--- config.mk ---
export PLATFORM = sky130hd
export DESIGN_NAME = prio_code_decoder
export DESIGN_NICKNAME = d
export VERILOG_FILES = /design/src/rtl/prio_code_decoder.sv
export SDC_FILE = /design/constraint.sdc
export NUM_CORES = 1
export LEC_CHECK = 0
export ABC_CLOCK_PERIOD_IN_PS = 3200
export CORE_ASPECT_RATIO = 0.8
export CORE_UTILIZATION = 56
export DETAILED_ROUTE_END_ITERATION = 8
export PLACE_DENSITY_LB_ADDON = 0.25
export SYNTH_ARGS = -nofsm -noshare
export SYNTH_HDL_FRONTEND = slang
export SYNTH_SLANG_ARGS = --single-unit
--- constraint.sdc ---
create_clock -name clk -period 3.2 [get_ports clk]
set_input_delay 0.64 -clock clk [delete_from_list [all_inputs] [get_ports clk]]
set_output_delay 0.64 -clock clk [all_outputs]
set_load 0.02 [all_outputs]
--- src/rtl/prio_code_decoder.sv ---
// Receives 2-bit priority codes over valid/ready, buffers them in a FIFO and
// replays each one as a timed one-hot pulse on a_out/b_out/c_out.
module prio_code_decoder #(
  parameter int DEPTH     = 4,
  parameter int PULSE_LEN = 2,
  parameter int GAP_LEN   = 1
) (
  input  logic                     clk,
  input  logic                     rst,
  input  logic [1:0]               code_in,
  input  logic                     code_valid,
  output logic                     code_ready,
  output logic                     a_out,
  output logic                     b_out,
  output logic                     c_out,
  output logic                     busy,
  output logic [$clog2(DEPTH):0]   fifo_count,
  output logic [7:0]               event_count
);

  localparam int AW      = $clog2(DEPTH);
  localparam int CNT_MAX = (PULSE_LEN > GAP_LEN) ? PULSE_LEN : GAP_LEN;
  localparam int CW      = (CNT_MAX > 1) ? $clog2(CNT_MAX) : 1;

  localparam logic [CW-1:0] PULSE_LOAD = CW'(PULSE_LEN - 1);
  localparam logic [CW-1:0] GAP_LOAD   =
    CW'((GAP_LEN > 0) ? GAP_LEN - 1 : 0);
  localparam logic [AW:0]   FULL_CNT   = (AW+1)'(DEPTH);

  localparam logic [1:0] IDLE  = 2'd0;
  localparam logic [1:0] PULSE = 2'd1;
  localparam logic [1:0] GAP   = 2'd2;

  logic [1:0]    mem [DEPTH];
  logic [AW-1:0] wr_ptr;
  logic [AW-1:0] rd_ptr;
  logic [AW:0]   count;
  logic [1:0]    state;
  logic [CW-1:0] cnt;
  logic [1:0]    head;
  logic          push;
  logic          pop;

  assign code_ready = (count != FULL_CNT);
  assign push       = code_valid && code_ready;
  assign pop        = (state == IDLE) && (count != '0);
  assign head       = mem[rd_ptr];
  assign fifo_count = count;
  assign busy       = (state != IDLE) || (count != '0);

  // Storage needs no reset: stale entries are unreachable once pointers clear.
  always_ff @(posedge clk) begin
    if (push) mem[wr_ptr] <= code_in;
  end

  always_ff @(posedge clk or posedge rst) begin
    if (rst) begin
      wr_ptr <= '0;
      rd_ptr <= '0;
      count  <= '0;
    end else begin
      if (push) wr_ptr <= wr_ptr + 1'b1;
      if (pop)  rd_ptr <= rd_ptr + 1'b1;
      unique case ({push, pop})
        2'b10:   count <= count + 1'b1;
        2'b01:   count <= count - 1'b1;
        default: count <= count;
      endcase
    end
  end

  always_ff @(posedge clk or posedge rst) begin
    if (rst) begin
      state       <= IDLE;
      cnt         <= '0;
      a_out       <= 1'b0;
      b_out       <= 1'b0;
      c_out       <= 1'b0;
      event_count <= '0;
    end else begin
      unique case (state)
        IDLE: begin
          if (pop && head != 2'b00) begin
            a_out       <= (head == 2'b11);
            b_out       <= (head == 2'b10);
            c_out       <= (head == 2'b01);
            cnt         <= PULSE_LOAD;
            state       <= PULSE;
            event_count <= event_count + 8'd1;
          end
        end
        PULSE: begin
          if (cnt == '0) begin
            a_out <= 1'b0;
            b_out <= 1'b0;
            c_out <= 1'b0;
            cnt   <= GAP_LOAD;
            state <= (GAP_LEN == 0) ? IDLE : GAP;
          end else begin
            cnt <= cnt - 1'b1;
          end
        end
        GAP: begin
          if (cnt == '0) state <= IDLE;
          else           cnt   <= cnt - 1'b1;
        end
        default: state <= IDLE;
      endcase
    end
  end

endmodule

# Word level (Yosys, flattened, before mapping)
# Memory sizes are Yosys's and may differ from the RTL's.
# Index checks and enable logic that the tools add are counted.
[word_totals]
regBits = 21
mem_bits_rw = 8
in_bits = 5
elab_cells = 60
n_memories = 1
[mem_list]
columns = ["name", "depth", "width", "rd", "rd_clocked_by_memory_dff", "write_ports", "line_no", "rtl"]
rows = [
  ["mem", 4, 2, 1, 0, 1, "34", "logic [1:0] mem [DEPTH];"],
]
[op_classes]
n_addsub = 6
eq_ne = 11
n_mux = 17
n_reduce_logical = 16
[op_table]
columns = ["op", "n"]
rows = [
  ["$reduce_bool 2->1", 5],
  ["$add 8x1->8 const B", 1],
  ["$eq 2x2->1 const B", 4],
  ["$mux 1", 8],
  ["$pmux 1 s2", 4],
  ["$eq 2x1->1 const B", 3],
  ["$mux 2", 3],
  ["$pmux 2 s3", 1],
  ["$pmux 3 s2", 1],
  ["$reduce_and 3->1", 2],
  ["$add 2x1->2 const B", 2],
  ["$ne 2x2->1 const B", 2],
  ["$reduce_and 2->1", 2],
  ["$add 3x1->3 const B", 1],
  ["$logic_and 1x1->1", 3],
  ["$ne 3x3->1 const B", 1],
  ["$reduce_bool 3->1", 1],
  ["$sub 3x1->3 const B", 1],
  ["$logic_not 2->1", 1],
  ["$ne 2x1->1 const B", 1],
  ["$reduce_or 2->1", 1],
  ["$logic_or 1x1->1", 1],
  ["$sub 1x1->1 const B", 1],
]

# Longest topological paths before layout
[logic_depth]
depth_word = 5
ltp_mapped = 9
mapped_depth_nobuf = 9

# Worst setup path after synthesis
# OpenSTA, ideal clock, no wires.
[synth_timing]
kind = "register to register"
start = "reg count[0] (netlist: fifo_count[0])"
end = "reg count[2] (netlist: fifo_count[2])"
setup_time_ps = 80
arrival_time_ps = 2002
required_ps = 3120
slack_ps = 1118
path_stages_with_launch = 10
path_buffers = 0
period_less_slack_ps = 2082
cell_sequence = "dfrtp_1 > nor2_1 > nand2_1 > nand2_1 > ha_1 > inv_1 > fa_1 > xor2_1 > nor2_1 > xor2_1"
[synth_between]
elab_chain_cells = 4
[synth_lines]
columns = ["element", "line_no", "rtl"]
rows = [
  ["from (decl)", "37", "logic [AW:0] count;"],
  ["from (signal assigned)", "65", "2'b10: count <= count + 1'b1;"],
  ["from (signal assigned)", "66", "2'b01: count <= count - 1'b1;"],
  ["from (signal assigned)", "67", "default: count <= count;"],
  ["$ne 3x3->1 *", "44", "assign code_ready = (count != FULL_CNT);"],
  ["via code_ready", "12", "output logic code_ready,"],
  ["$logic_and 1x1->1 *", "45", "assign push = code_valid && code_ready;"],
  ["$eq 2x1->1 / $eq 2x2->1 (equally long branches)", "64", "unique case ({push, pop})"],
  ["$pmux 3 s2 / $reduce_bool 2->1 (equally long branches)", "-", ""],
]
# The timed path passes the listed nets; every way through them passes the cells marked *.
# A chain may end at the register's enable or synchronous reset.

# Final worst setup path
[layout_timing]
start = "reg state[0]"
end = "out busy"
[layout_between]
elab_chain_cells = 2
[layout_lines]
columns = ["element", "line_no", "rtl"]
rows = [
  ["from (decl)", "38", "logic [1:0] state;"],
  ["from (signal assigned)", "98", "state <= (GAP_LEN == 0) ? IDLE : GAP;"],
  ["$reduce_bool 2->1", "49", "assign busy = (state != IDLE) || (count != '0);"],
  ["$logic_or 1x1->1", "49", ""],
  ["to (decl)", "16", "output logic busy,"],
]
# No other way between the ends.

==> flow_summary.yaml <==
setup_path:
  crit_start: "state[0]"
  ff2ff_path_depth: 9
  crit_fanout: 6
  crit_end: "busy"
  start_kind: "register"
  arrival_ns: 1.80
  reg2reg_slack_ns: 0.91
  r2r-start: "state[0]"
  end_kind: "primary output"
  required_ns: 2.56
  setup.worst_path.class: "register to primary output"
  timing.rr.end: "fifo_count[2]"
synthesis:
  yosysSeqAreaShare: 0.555
  yosysWarnings: 0
  ys_ff_latch: 29
  async_reset_ff_frac: 0.724
  synthFlopType: "dfrtp_1"
  synth_area_per_cell_um2: 12.9
  syn_inst: 107
  syn-num-nets: 122
  syn_area_mm2: 0.00138
  synth_cell_types: 29
  synth-edff-count: 8
timing:
  slew_violations: 0
  fmax_ghz: 0.410
  setup_viol: 0
  fin_hold_ws_ns: 0.474
  setup_tns_ns: 0
  worst_slew_pin_slew_ns: 0.823
  relSlewSlack: 0.451
  hold_viol: 0
  period_needed_ns: 2.44
  rsz0062_at_grt: "false"
  period_share: 0.763
  fin_ws_ns: 0.759
  skew_ns: 0.0108
power_and_ir_drop:
  powerDensity_mw_per_mm2: 1160
  ir_drop_v: 0.000746
  pwr-share-clk: 0.157
  p_leak_nw: 0.727
  p_comb_frac: 0.497
  pwr-share-seq: 0.347
  swShare: 0.411
  p_int_w: 0.00115
  p_total_w: 0.00195
  p_sw_w: 0.000802
place:
  pre_cts_ws_ns: 0.829
  post-place-cells: 151
  dp_hpwl_um: 2010
  port-buffer-count: 20
  place.gp.congestion: 0.737
global_routing:
  antenna_found_initial: 0
  grt_overflow: 0
  grt_max_degree: 22
  grt_pass1_wl_um: 4370
  grt_use_total: 0.238
  grt_pass1_vias: 950
floorplanning:
  ios: 21
  dieArea_mm2: 0.00267
  initial_core_util: 0.617
  core_area_mm2: 0.00223
  die-width_um: 57.5
  fp.dieH_um: 46.4
  placement_rows: 15
routing:
  num_vias: 936
  detail_route.wl_per_cell_um: 17.6
  postRouteAntennaNets: 0
  viasPerCell: 5.89
  dr.pass1.iters: 6
  drc_errors: 1
  drt_iter0_drc: 25
  wl_um: 2800
final_layout:
  n_antenna_cell: 0
  nFillCells: 143
  drive_gt1_frac: 0.0970
  finalNonFillerCells: 159
  layout.nets: 148
  mostFrequentLayoutCell: "dfrtp_1"
  final_cell_mix: "dfrtp_1 (21), clkdlybuf4s50_1 (20), nand2_1 (10), xnor2_1 (10)"
  area_growth_pct: 22.1
clock_tree:
  cts-buffers-inserted: 5
  cts-root-buf: "clkbuf_4"
  cts.path.max_buffers: 2
  clkTransAtPathRegs_ns: 0.10
  htree_levels: 2
  cts_tree: "done"
  worstSkewPairLatency_ns: 0.33
  cts.sink_count: 29
  cts_hold_buf: 0
  post_cts_buffers: 0
  cts_resized: 0
run:
  max_cap_viol_count: 0
min_path:
  min-delay-path-class: "register to register"
outcome:
  violations: "DRC"
  status: "finished with violations"
cell usage after synthesis, drive strengths merged, types with 2 or more instances:
cell type | instances | area (um^2)
nand2 | 10 | 37.5
inv | 9 | 33.8
o2bb2ai | 2 | 17.5
o21ai | 3 | 26.3
and3 | 6 | 37.5
nand4 | 2 | 12.5
nor2b | 2 | 12.5
dfrtp | 21 | 526
ha | 9 | 113
xnor2 | 10 | 87.6
edfxtp | 8 | 240
xor2 | 3 | 26.3
mux4 | 2 | 45.0
a21oi | 5 | 25.0
nor2 | 3 | 11.3
mux2 | 2 | 26.3
cell type report:
| cell class | count | area (um^2) | area share |
|---|---|---|---|
| tap | 25 | 31.3 | 0.0186 |
| clock inverter | 3 | 46.3 | 0.0275 |
| inverter | 9 | 33.8 | 0.0201 |
| timing repair buffer | 20 | 200 | 0.119 |
| clock buffer | 5 | 37.5 | 0.0223 |
| sequential | 29 | 766 | 0.455 |
| multi-input combinational | 68 | 568 | 0.338 |
critical path, stage by stage (launching register included):
cell and delay, ns:
dfrtp_1 0.39, inv_1 0.09, ha_1 0.28, nand3b_1 0.12
clkdlybuf4s50_1 0.60
worst min path at each step:
stage,from,cells past startpoint,slack [ns],end
5_1_grt,event_count[7],1,0.52,event_count[7]
3_5_place_dp,event_count[7],1,0.47,event_count[7]
2_1_floorplan,rd_ptr[1],1,0.48,rd_ptr[1]
6_report,event_count[7],1,0.47,event_count[7]
3_3_place_gp,event_count[7],1,0.46,event_count[7]
4_1_cts,event_count[7],1,0.48,event_count[7]
state kept, by name, indices dropped and copies added (netlist names):
register     count
event_count      8
mem              8
fifo_count       3
rd_ptr           2
state            2
wr_ptr           2
a_out            1
b_out            1
c_out            1
cnt              1
power groups by stage:
stage	logic, W	clock network (W)	registers [W]
5_1_grt	0.00106	0.000325	0.000691
3_5_place_dp	0.000957	0	0.000678
6_report	0.000969	0.000305	0.000676
3_3_place_gp	0.000900	0	0.000663
2_1_floorplan	0.000588	0	0.000733
4_1_cts	0.000972	0.000310	0.000672
logic make-up after synthesis:
| group | Yosys count | synth area share |
|---|---|---|
| compound gates | 15 | 0.0817 |
| xor+xnor | 13 | 0.0826 |
| flops | 29 | 0.555 |
| simple gates | 25 | 0.0926 |
| mux | 5 | 0.0590 |
| fa+ha+maj | 10 | 0.0962 |
| buf+inv | 10 | 0.0327 |
layer usage:
metal	routed length, um	global-route usage	vias to the layer above
met1	1190	0.278	479
met5	0	0	-
met3	97	0.0787	10
met2	1440	0.398	22
met4	72	0.132	0
li1	-	-	425
stage by stage:
stage,utilization,cell area [um^2]
floorplan,-,1380
global placement,0.716,1600
detailed placement,0.716,1600
CTS,0.754,1680
global route,0.754,1680
finish,0.754,1680
Power figures use the tool's default switching activity.
